--- src/rtl/tty_pkg.sv ---
// Shared constants, state encoding and lane packing for the glass-TTY writer.
package tty_pkg;

  localparam int COLS = 128;
  localparam int ROWS = 32;
  localparam int TABW = 8;
  localparam logic [6:0] DEFAULT_ATTR = 7'h07;

  localparam logic [6:0] LAST_COL  = 7'(COLS - 1);
  localparam logic [4:0] LAST_ROW  = 5'(ROWS - 1);
  localparam logic [6:0] TAB_MASK  = 7'(TABW - 1);
  localparam logic [4:0] ROW_LAST_WORD    = 5'd31;
  localparam logic [9:0] SCREEN_LAST_WORD = 10'd1023;

  typedef logic [2:0] state_t;
  localparam state_t IDLE    = 3'd0;
  localparam state_t PUTC    = 3'd1;
  localparam state_t CLRROW  = 3'd2;
  localparam state_t CLRSCR  = 3'd3;
  localparam state_t WSCROLL = 3'd4;
  localparam state_t WCURX   = 3'd5;
  localparam state_t WCURY   = 3'd6;

  localparam logic [11:0] SCROLL_ADDR = 12'h800;
  localparam logic [11:0] XCUR_ADDR   = 12'h802;
  localparam logic [11:0] YCUR_ADDR   = 12'h803;

  localparam logic [7:0] CR       = 8'h0D;
  localparam logic [7:0] LF       = 8'h0A;
  localparam logic [7:0] BS       = 8'h08;
  localparam logic [7:0] TAB      = 8'h09;
  localparam logic [7:0] FF       = 8'h0C;
  localparam logic [7:0] SPACE    = 8'h20;
  localparam logic [7:0] PRINT_HI = 8'h7E;

  function automatic logic [15:0] lane_pack(input logic [6:0] attr, input logic [7:0] ascii);
    return {1'b0, attr, ascii};
  endfunction

endpackage

--- src/rtl/tty_clear_seq.sv ---
// Word sequencer for row and full-screen clears of the character RAM.
module tty_clear_seq
  import tty_pkg::*;
(
  input  logic        clk_data,
  input  logic        irst,
  input  logic        start,
  input  logic        full,
  input  logic [4:0]  row,
  output logic [11:0] addr,
  output logic        last,
  output logic        done
);

  logic [9:0] cnt_r;

  // Word counter: restarts on reset or a new clear request, otherwise advances every cycle.
  always_ff @(posedge clk_data) begin
    if (irst) begin
      cnt_r <= 10'd0;
    end else if (start) begin
      cnt_r <= 10'd0;
    end else begin
      cnt_r <= cnt_r + 10'd1;
    end
  end

  assign addr = full ? {2'b00, cnt_r} : {1'b0, row, cnt_r[4:0]};
  assign last = ~full & (cnt_r[4:0] == ROW_LAST_WORD);
  assign done = full & (cnt_r == SCREEN_LAST_WORD);

endmodule

--- src/rtl/tty_writer.sv ---
// Character-stream front end: interprets bytes, tracks cursor/scroll and
// issues character RAM and control-register writes on display port b.
module tty_writer
  import tty_pkg::*;
(
  input  logic        clk_data,
  input  logic        irst,
  input  logic [7:0]  in_data,
  input  logic [6:0]  in_attr,
  input  logic        in_valid,
  output logic        in_ready,
  output logic [11:0] addrb,
  output logic [63:0] dinb,
  output logic [7:0]  web,
  output logic        enb,
  output logic [6:0]  cur_x,
  output logic [4:0]  cur_y
);

  state_t      state_r, state_s;
  logic [6:0]  attr_r, attr_s, x_s;
  logic [7:0]  ch_r, ch_s, tab_s;
  logic [4:0]  top_r, top_s, y_s, prow_s;
  logic        rdy_s, en_s, nl_s, clr_start_s, clr_last_s, clr_done_s;
  logic [7:0]  we_s;
  logic [11:0] addr_s, clr_addr_s;
  logic [63:0] din_s;

  assign prow_s = top_r + cur_y;
  assign tab_s  = {1'b0, cur_x | TAB_MASK} + 8'd1;

  tty_clear_seq u_clear (
    .clk_data (clk_data),
    .irst     (irst),
    .start    (clr_start_s),
    .full     (state_r == CLRSCR),
    .row      (prow_s),
    .addr     (clr_addr_s),
    .last     (clr_last_s),
    .done     (clr_done_s)
  );

  // Next-state, cursor and port-b access decode.
  always_comb begin
    state_s     = state_r;
    x_s         = cur_x;
    y_s         = cur_y;
    top_s       = top_r;
    ch_s        = ch_r;
    attr_s      = attr_r;
    rdy_s       = 1'b0;
    en_s        = 1'b0;
    we_s        = 8'h00;
    addr_s      = 12'h000;
    din_s       = 64'd0;
    nl_s        = 1'b0;
    clr_start_s = 1'b0;
    case (state_r)
      IDLE: begin
        if (in_valid && in_ready) begin
          ch_s    = in_data;
          attr_s  = in_attr;
          state_s = WCURX;
          case (in_data)
            CR:  x_s = 7'd0;
            LF:  nl_s = 1'b1;
            BS:  x_s = (cur_x != 7'd0) ? cur_x - 7'd1 : cur_x;
            TAB: begin
              if (tab_s[7]) begin
                x_s  = 7'd0;
                nl_s = 1'b1;
              end else begin
                x_s = tab_s[6:0];
              end
            end
            FF: begin
              state_s     = CLRSCR;
              clr_start_s = 1'b1;
            end
            default: begin
              if (in_data >= SPACE && in_data <= PRINT_HI) begin
                state_s = PUTC;
              end else begin
                state_s = WCURX;
              end
            end
          endcase
        end else begin
          rdy_s = 1'b1;
        end
      end
      PUTC: begin
        en_s   = 1'b1;
        addr_s = {1'b0, prow_s, cur_x[6:2]};
        we_s   = 8'b0000_0011 << {cur_x[1:0], 1'b0};
        din_s  = {48'd0, lane_pack(attr_r, ch_r)} << {cur_x[1:0], 4'b0000};
        if (cur_x != LAST_COL) begin
          x_s     = cur_x + 7'd1;
          state_s = WCURX;
        end else begin
          x_s  = 7'd0;
          nl_s = 1'b1;
        end
      end
      CLRROW: begin
        en_s   = 1'b1;
        we_s   = 8'hFF;
        addr_s = clr_addr_s;
        din_s  = {4{lane_pack(attr_r, SPACE)}};
        state_s = clr_last_s ? WSCROLL : CLRROW;
      end
      CLRSCR: begin
        en_s   = 1'b1;
        we_s   = 8'hFF;
        addr_s = clr_addr_s;
        din_s  = {4{lane_pack(attr_r, SPACE)}};
        if (clr_done_s) begin
          state_s = WSCROLL;
          top_s   = 5'd0;
          x_s     = 7'd0;
          y_s     = 5'd0;
        end else begin
          state_s = CLRSCR;
        end
      end
      WSCROLL: begin
        en_s    = 1'b1;
        we_s    = 8'hFF;
        addr_s  = SCROLL_ADDR;
        din_s   = {57'd0, 2'b00, top_r};
        state_s = WCURX;
      end
      WCURX: begin
        en_s    = 1'b1;
        we_s    = 8'hFF;
        addr_s  = XCUR_ADDR;
        din_s   = {57'd0, cur_x};
        state_s = WCURY;
      end
      WCURY: begin
        en_s    = 1'b1;
        we_s    = 8'hFF;
        addr_s  = YCUR_ADDR;
        din_s   = {57'd0, 2'b00, prow_s};
        state_s = IDLE;
      end
      default: state_s = IDLE;
    endcase
    // Newline: step down a row, or scroll and blank the physical row that just became the bottom line.
    if (nl_s) begin
      if (cur_y != LAST_ROW) begin
        y_s     = cur_y + 5'd1;
        state_s = WCURX;
      end else begin
        top_s       = top_r + 5'd1;
        state_s     = CLRROW;
        clr_start_s = 1'b1;
      end
    end else begin
      y_s = y_s;
    end
  end

  // State, cursor and registered port-b outputs.
  always_ff @(posedge clk_data) begin
    if (irst) begin
      state_r  <= CLRSCR;
      attr_r   <= DEFAULT_ATTR;
      ch_r     <= 8'h00;
      top_r    <= 5'd0;
      cur_x    <= 7'd0;
      cur_y    <= 5'd0;
      in_ready <= 1'b0;
      enb      <= 1'b0;
      web      <= 8'h00;
      addrb    <= 12'h000;
      dinb     <= 64'd0;
    end else begin
      state_r  <= state_s;
      attr_r   <= attr_s;
      ch_r     <= ch_s;
      top_r    <= top_s;
      cur_x    <= x_s;
      cur_y    <= y_s;
      in_ready <= rdy_s;
      enb      <= en_s;
      web      <= we_s;
      addrb    <= addr_s;
      dinb     <= din_s;
    end
  end

endmodule
--- config.mk ---
export PLATFORM = sky130hd
export DESIGN_NAME = tty_writer
export DESIGN_NICKNAME = d
export VERILOG_FILES = /design/src/rtl/tty_pkg.sv /design/src/rtl/tty_clear_seq.sv /design/src/rtl/tty_writer.sv
export SDC_FILE = /design/constraint.sdc
export NUM_CORES = 1
export LEC_CHECK = 0
export CAP_MARGIN = 5
export CORE_ASPECT_RATIO = 1.2
export CORE_MARGIN = 2
export CORE_UTILIZATION = 35
export DETAILED_ROUTE_END_ITERATION = 6
export PLACE_DENSITY_LB_ADDON = 0.12
export SLEW_MARGIN = 20
export SYNTH_ARGS = -nofsm -noshare
export SYNTH_HDL_FRONTEND = slang
export SYNTH_HIERARCHICAL = 1
export SYNTH_SLANG_ARGS = --single-unit
--- constraint.sdc ---
create_clock -name clk_data -period 5.5 [get_ports clk_data]
set_input_delay 1.1 -clock clk_data [delete_from_list [all_inputs] [get_ports clk_data]]
set_output_delay 1.1 -clock clk_data [all_outputs]
set_load 0.02 [all_outputs]
==> results.json <==
{
  "status": "finished, final reports clean",
  "fin_skew_ns": 0.0129,
  "grt_max_degree": 42,
  "postSynthCellCount": 588,
  "core_area_mm2": 0.0149,
  "vias": 4587,
  "grt_pass1_vias": 4528,
  "cp-end-kind": "register",
  "synth_edf_count": 0,
  "multi_input_comb_area_mm2": 0.00257,
  "grt.busiest_layer": "met2",
  "crit_path_max_incr_delay_ns": 1.02,
  "crit_chain": "clkdlybuf4s50_1 > nand2b_1 > o21ai_0 > a32oi_1 > buf_4 > nand2b_1 > nand2_1 > or2_2 > a21oi_1",
  "wirelength_um": 15000,
  "cp-startpoint": "in_data[0]",
  "clk_latency_ns": 0.41,
  "drv_slew": 0,
  "root_buffer": "clkbuf_16",
  "cts_max_path_buffers": 2,
  "tns_ns": 0,
  "place_congestion": 0.910,
  "tightest_slew_ns": 0.972,
  "max-slew-margin-rel_pct": 35.2,
  "syn_area_per_cell_um2": 9.03,
  "hold_class": "register to register",
  "clk_pin_slew_worst_paths_ns": 0.06,
  "dieArea_mm2": 0.0162,
  "path_depth": 9,
  "grt_pass1_wl_um": 24000,
  "drt_iter0_markers": 316,
  "hold_violations": 0,
  "synthToLayoutAreaGrowth_pct": 34.6,
  "yosys.cell_types.count": 61,
  "crit_type": "input port to register",
  "p_leak_nw": 2.70,
  "ff_latch_area_mm2": 0.00246,
  "worstPathRequired_ns": 5.85,
  "portBuffers": 111,
  "fin_crit_sh_pct": 61.4,
  "cts_resized": 0,
  "grt_use_met1_pct": 23.8,
  "cp_common_cell": "nand2b_1",
  "htree_num_levels": 4,
  "synth-warning-count": 6,
  "layout.nets": 719,
  "floorplan.rows": 49,
  "drc": 0,
  "cts_tree": "yes",
  "die_x_um": 116,
  "cts_made_buffers": 17,
  "fmax_ghz": 0.296,
  "rsz0062_at_grt": "no",
  "fill_cells": 1431,
  "setup_viol": 0,
  "io_pins": 116,
  "diodes": 0,
  "die_height_um": 139,
  "first_pass_iters": 5,
  "cp_max_fo": 21,
  "path_buf_inv": 2,
  "start_util_pct": 35.6,
  "cp-start-kind": "input port",
  "post_cts_buffers": 0,
  "vias_per_cell": 5.10,
  "rr_startpoint": "state_r[0]$_SDFFE_PP1P_",
  "min_period_ns": 3.38,
  "syn_area_mm2": 0.00531,
  "min_path_cells": 1,
  "grt_use_met3_pct": 4.33,
  "routedWlPerCell_um": 16.6,
  "place_hpwl_um": 10700,
  "ys_ff_latch": 123,
  "grt_use_met2_pct": 31.8,
  "grt-ovfl-total": 0,
  "yosys_most_used_dff": "dfxtp_1",
  "drive_gt1_share_pct": 9.20,
  "vdd_drop_max_v": 0.000185,
  "cp.arrival_ns": 3.72,
  "antenna_found_initial": 0,
  "synth_seq_area_share_pct": 46.4,
  "drv_cap": 0,
  "crit_slowest_cell": "clkdlybuf4s50_1",
  "reg2regPathDepth": 6,
  "antenna_left": 0,
  "cts_hold_buf": 0,
  "hold_path_startpoint": "u_clear/cnt_r[0]$_SDFF_PP0_",
  "path_delay_family": "buffers and inverters",
  "synthArstFlopShare_pct": 0,
  "gr-usage-all-layers_pct": 19.1,
  "clkSinkCount": 123,
  "p_per_area_mw_per_mm2": 351,
  "power_w": 0.00251
}
==> cells in the final DEF (no fill, tap or decap), drive strengths merged, types with 3 or more instances in the layout <==
master / n
xnor2: 5
bufinv: 4
nor2b: 9
dfxtp: 123
nand4: 7
or2: 5
clkinv: 4
a221oi: 3
inv: 18
xor2: 6
a22oi: 12
nor2: 42
mux2i: 6
nor4: 4
clkdlybuf4s50: 111
a21o: 4
conb: 6
and2: 52
o21ai: 18
o211ai: 8
clkbuf: 18
ha: 17
mux2: 6
nor3: 10
nand2b: 10
buf: 8
and3: 4
a211oi: 5
nand3: 16
a21oi: 41
o31ai: 14
nand3b: 3
a31oi: 3
a31o: 4
nor3b: 3
nand2: 57
or4: 6
==> final timing paths <==
| check | to | slack, ns |
|---|---|---|
| worst min register to register | u_clear/cnt_r[0]$_SDFF_PP0_ | 0.48 |
| worst max-delay path | u_clear/cnt_r[8]$_SDFF_PP0_ | 2.12 |
| worst max register to register | cur_y[2]$_SDFF_PP0_ | 2.45 |
| worst min-delay path | u_clear/cnt_r[0]$_SDFF_PP0_ | 0.48 |
==> cell families after synthesis <==
logic type	share of synthesized area, %
other	0.141
and+or+nand+nor	23.4
buffers and inverters	5.47
AOI/OAI and AO/OA	16.0
muxes	2.40
xor gates and xnor gates	1.81
adders and majority gates	4.38
DFF	46.4
==> cell type report <==
cell class / count / area share, %
multi-input cells: 409 / 36.0
flip-flops and latches: 123 / 34.5
repair buffers: 119 / 16.4
clock buffers: 18 / 6.00
well taps: 204 / 3.57
clock inverters: 14 / 2.92
inverters: 13 / 0.683
==> per-layer routing <==
layer	share of wire, %	vias to the layer above
met3	5.0	18
met1	43	2200
met2	51	138
met5	0	-
li1	-	2231
met4	1.5	0
==> synthesized netlist by cell type (3+ instances only) <==
cell / instances / area share, %
o31ai_1: 14 / 2.0
nand3b_1: 3 / 0.42
nor2b_1: 9 / 1.1
nand4_1: 7 / 0.82
a31o_2: 4 / 0.66
nor2_1: 42 / 3.0
nand2b_1: 10 / 1.2
a31oi_1: 3 / 0.35
buf_1: 3 / 0.21
o211ai_1: 8 / 1.1
a22oi_1: 12 / 1.7
nand2_1: 57 / 4.0
ha_1: 17 / 4.0
a21oi_1: 40 / 3.8
a21o_1: 4 / 0.57
o21ai_0: 18 / 1.7
nor3_1: 7 / 0.66
or2_2: 3 / 0.35
and2_1: 52 / 6.1
xor2_1: 6 / 0.99
clkbuf_1: 27 / 1.9
dfxtp_1: 123 / 46
nand3_1: 14 / 1.3
xnor2_1: 5 / 0.82
and3_1: 3 / 0.35
inv_1: 13 / 0.92
nor3b_1: 3 / 0.42
mux2_2: 6 / 1.3
buf_4: 15 / 2.1
a221oi_1: 3 / 0.50
mux2i_1: 6 / 1.1
or4_1: 4 / 0.57
nor4_1: 4 / 0.47
a211oi_1: 3 / 0.42
nor3_2: 3 / 0.57
==> per-stage QoR <==
| step | utilization [%] | area (um2) | setup slack [ns] | hold WS [ns] | instances |
|---|---|---|---|---|---|
| after global placement | 43.7 | 6510 | 1.78 | 0.466 | 868 |
| final | 48.0 | 7150 | 2.12 | 0.478 | 900 |
| after detailed placement | 43.7 | 6510 | 1.73 | 0.468 | 868 |
| after floorplan | - | 5320 | 2.71 | 0.440 | 592 |
| after global routing | 48.0 | 7150 | 1.89 | 0.502 | 900 |
| after CTS | 48.0 | 7150 | 2.15 | 0.483 | 900 |
==> worst register-to-register path, delay by kind of cell (launching register included) <==
kind            cells  cell delay [ns]
simple gates        2             1.20
flops               1             0.84
buf+inv             2             0.50
compound gates      2             0.40
==> state kept, by name, summed over array words and instances (netlist names), 4 cells and up <==
signal         count
dinb              60
addrb             12
u_clear/cnt_r     10
ch_r               8
attr_r             7
cur_x              7
cur_y              5
top_r              5
web                4
==> report_power, final <==
group | total [W] | internal, W | switching, W | leakage [nW]
clock | 0.00121 | 0.000770 | 0.000445 | 0.308
combinational | 0.000333 | 0.000136 | 0.000196 | 1.39
sequential | 0.000958 | 0.000932 | 0.0000261 | 1.00
total | 0.00251 | 0.00184 | 0.000667 | 2.70
Note: power is estimated with default switching activity, not from simulation.
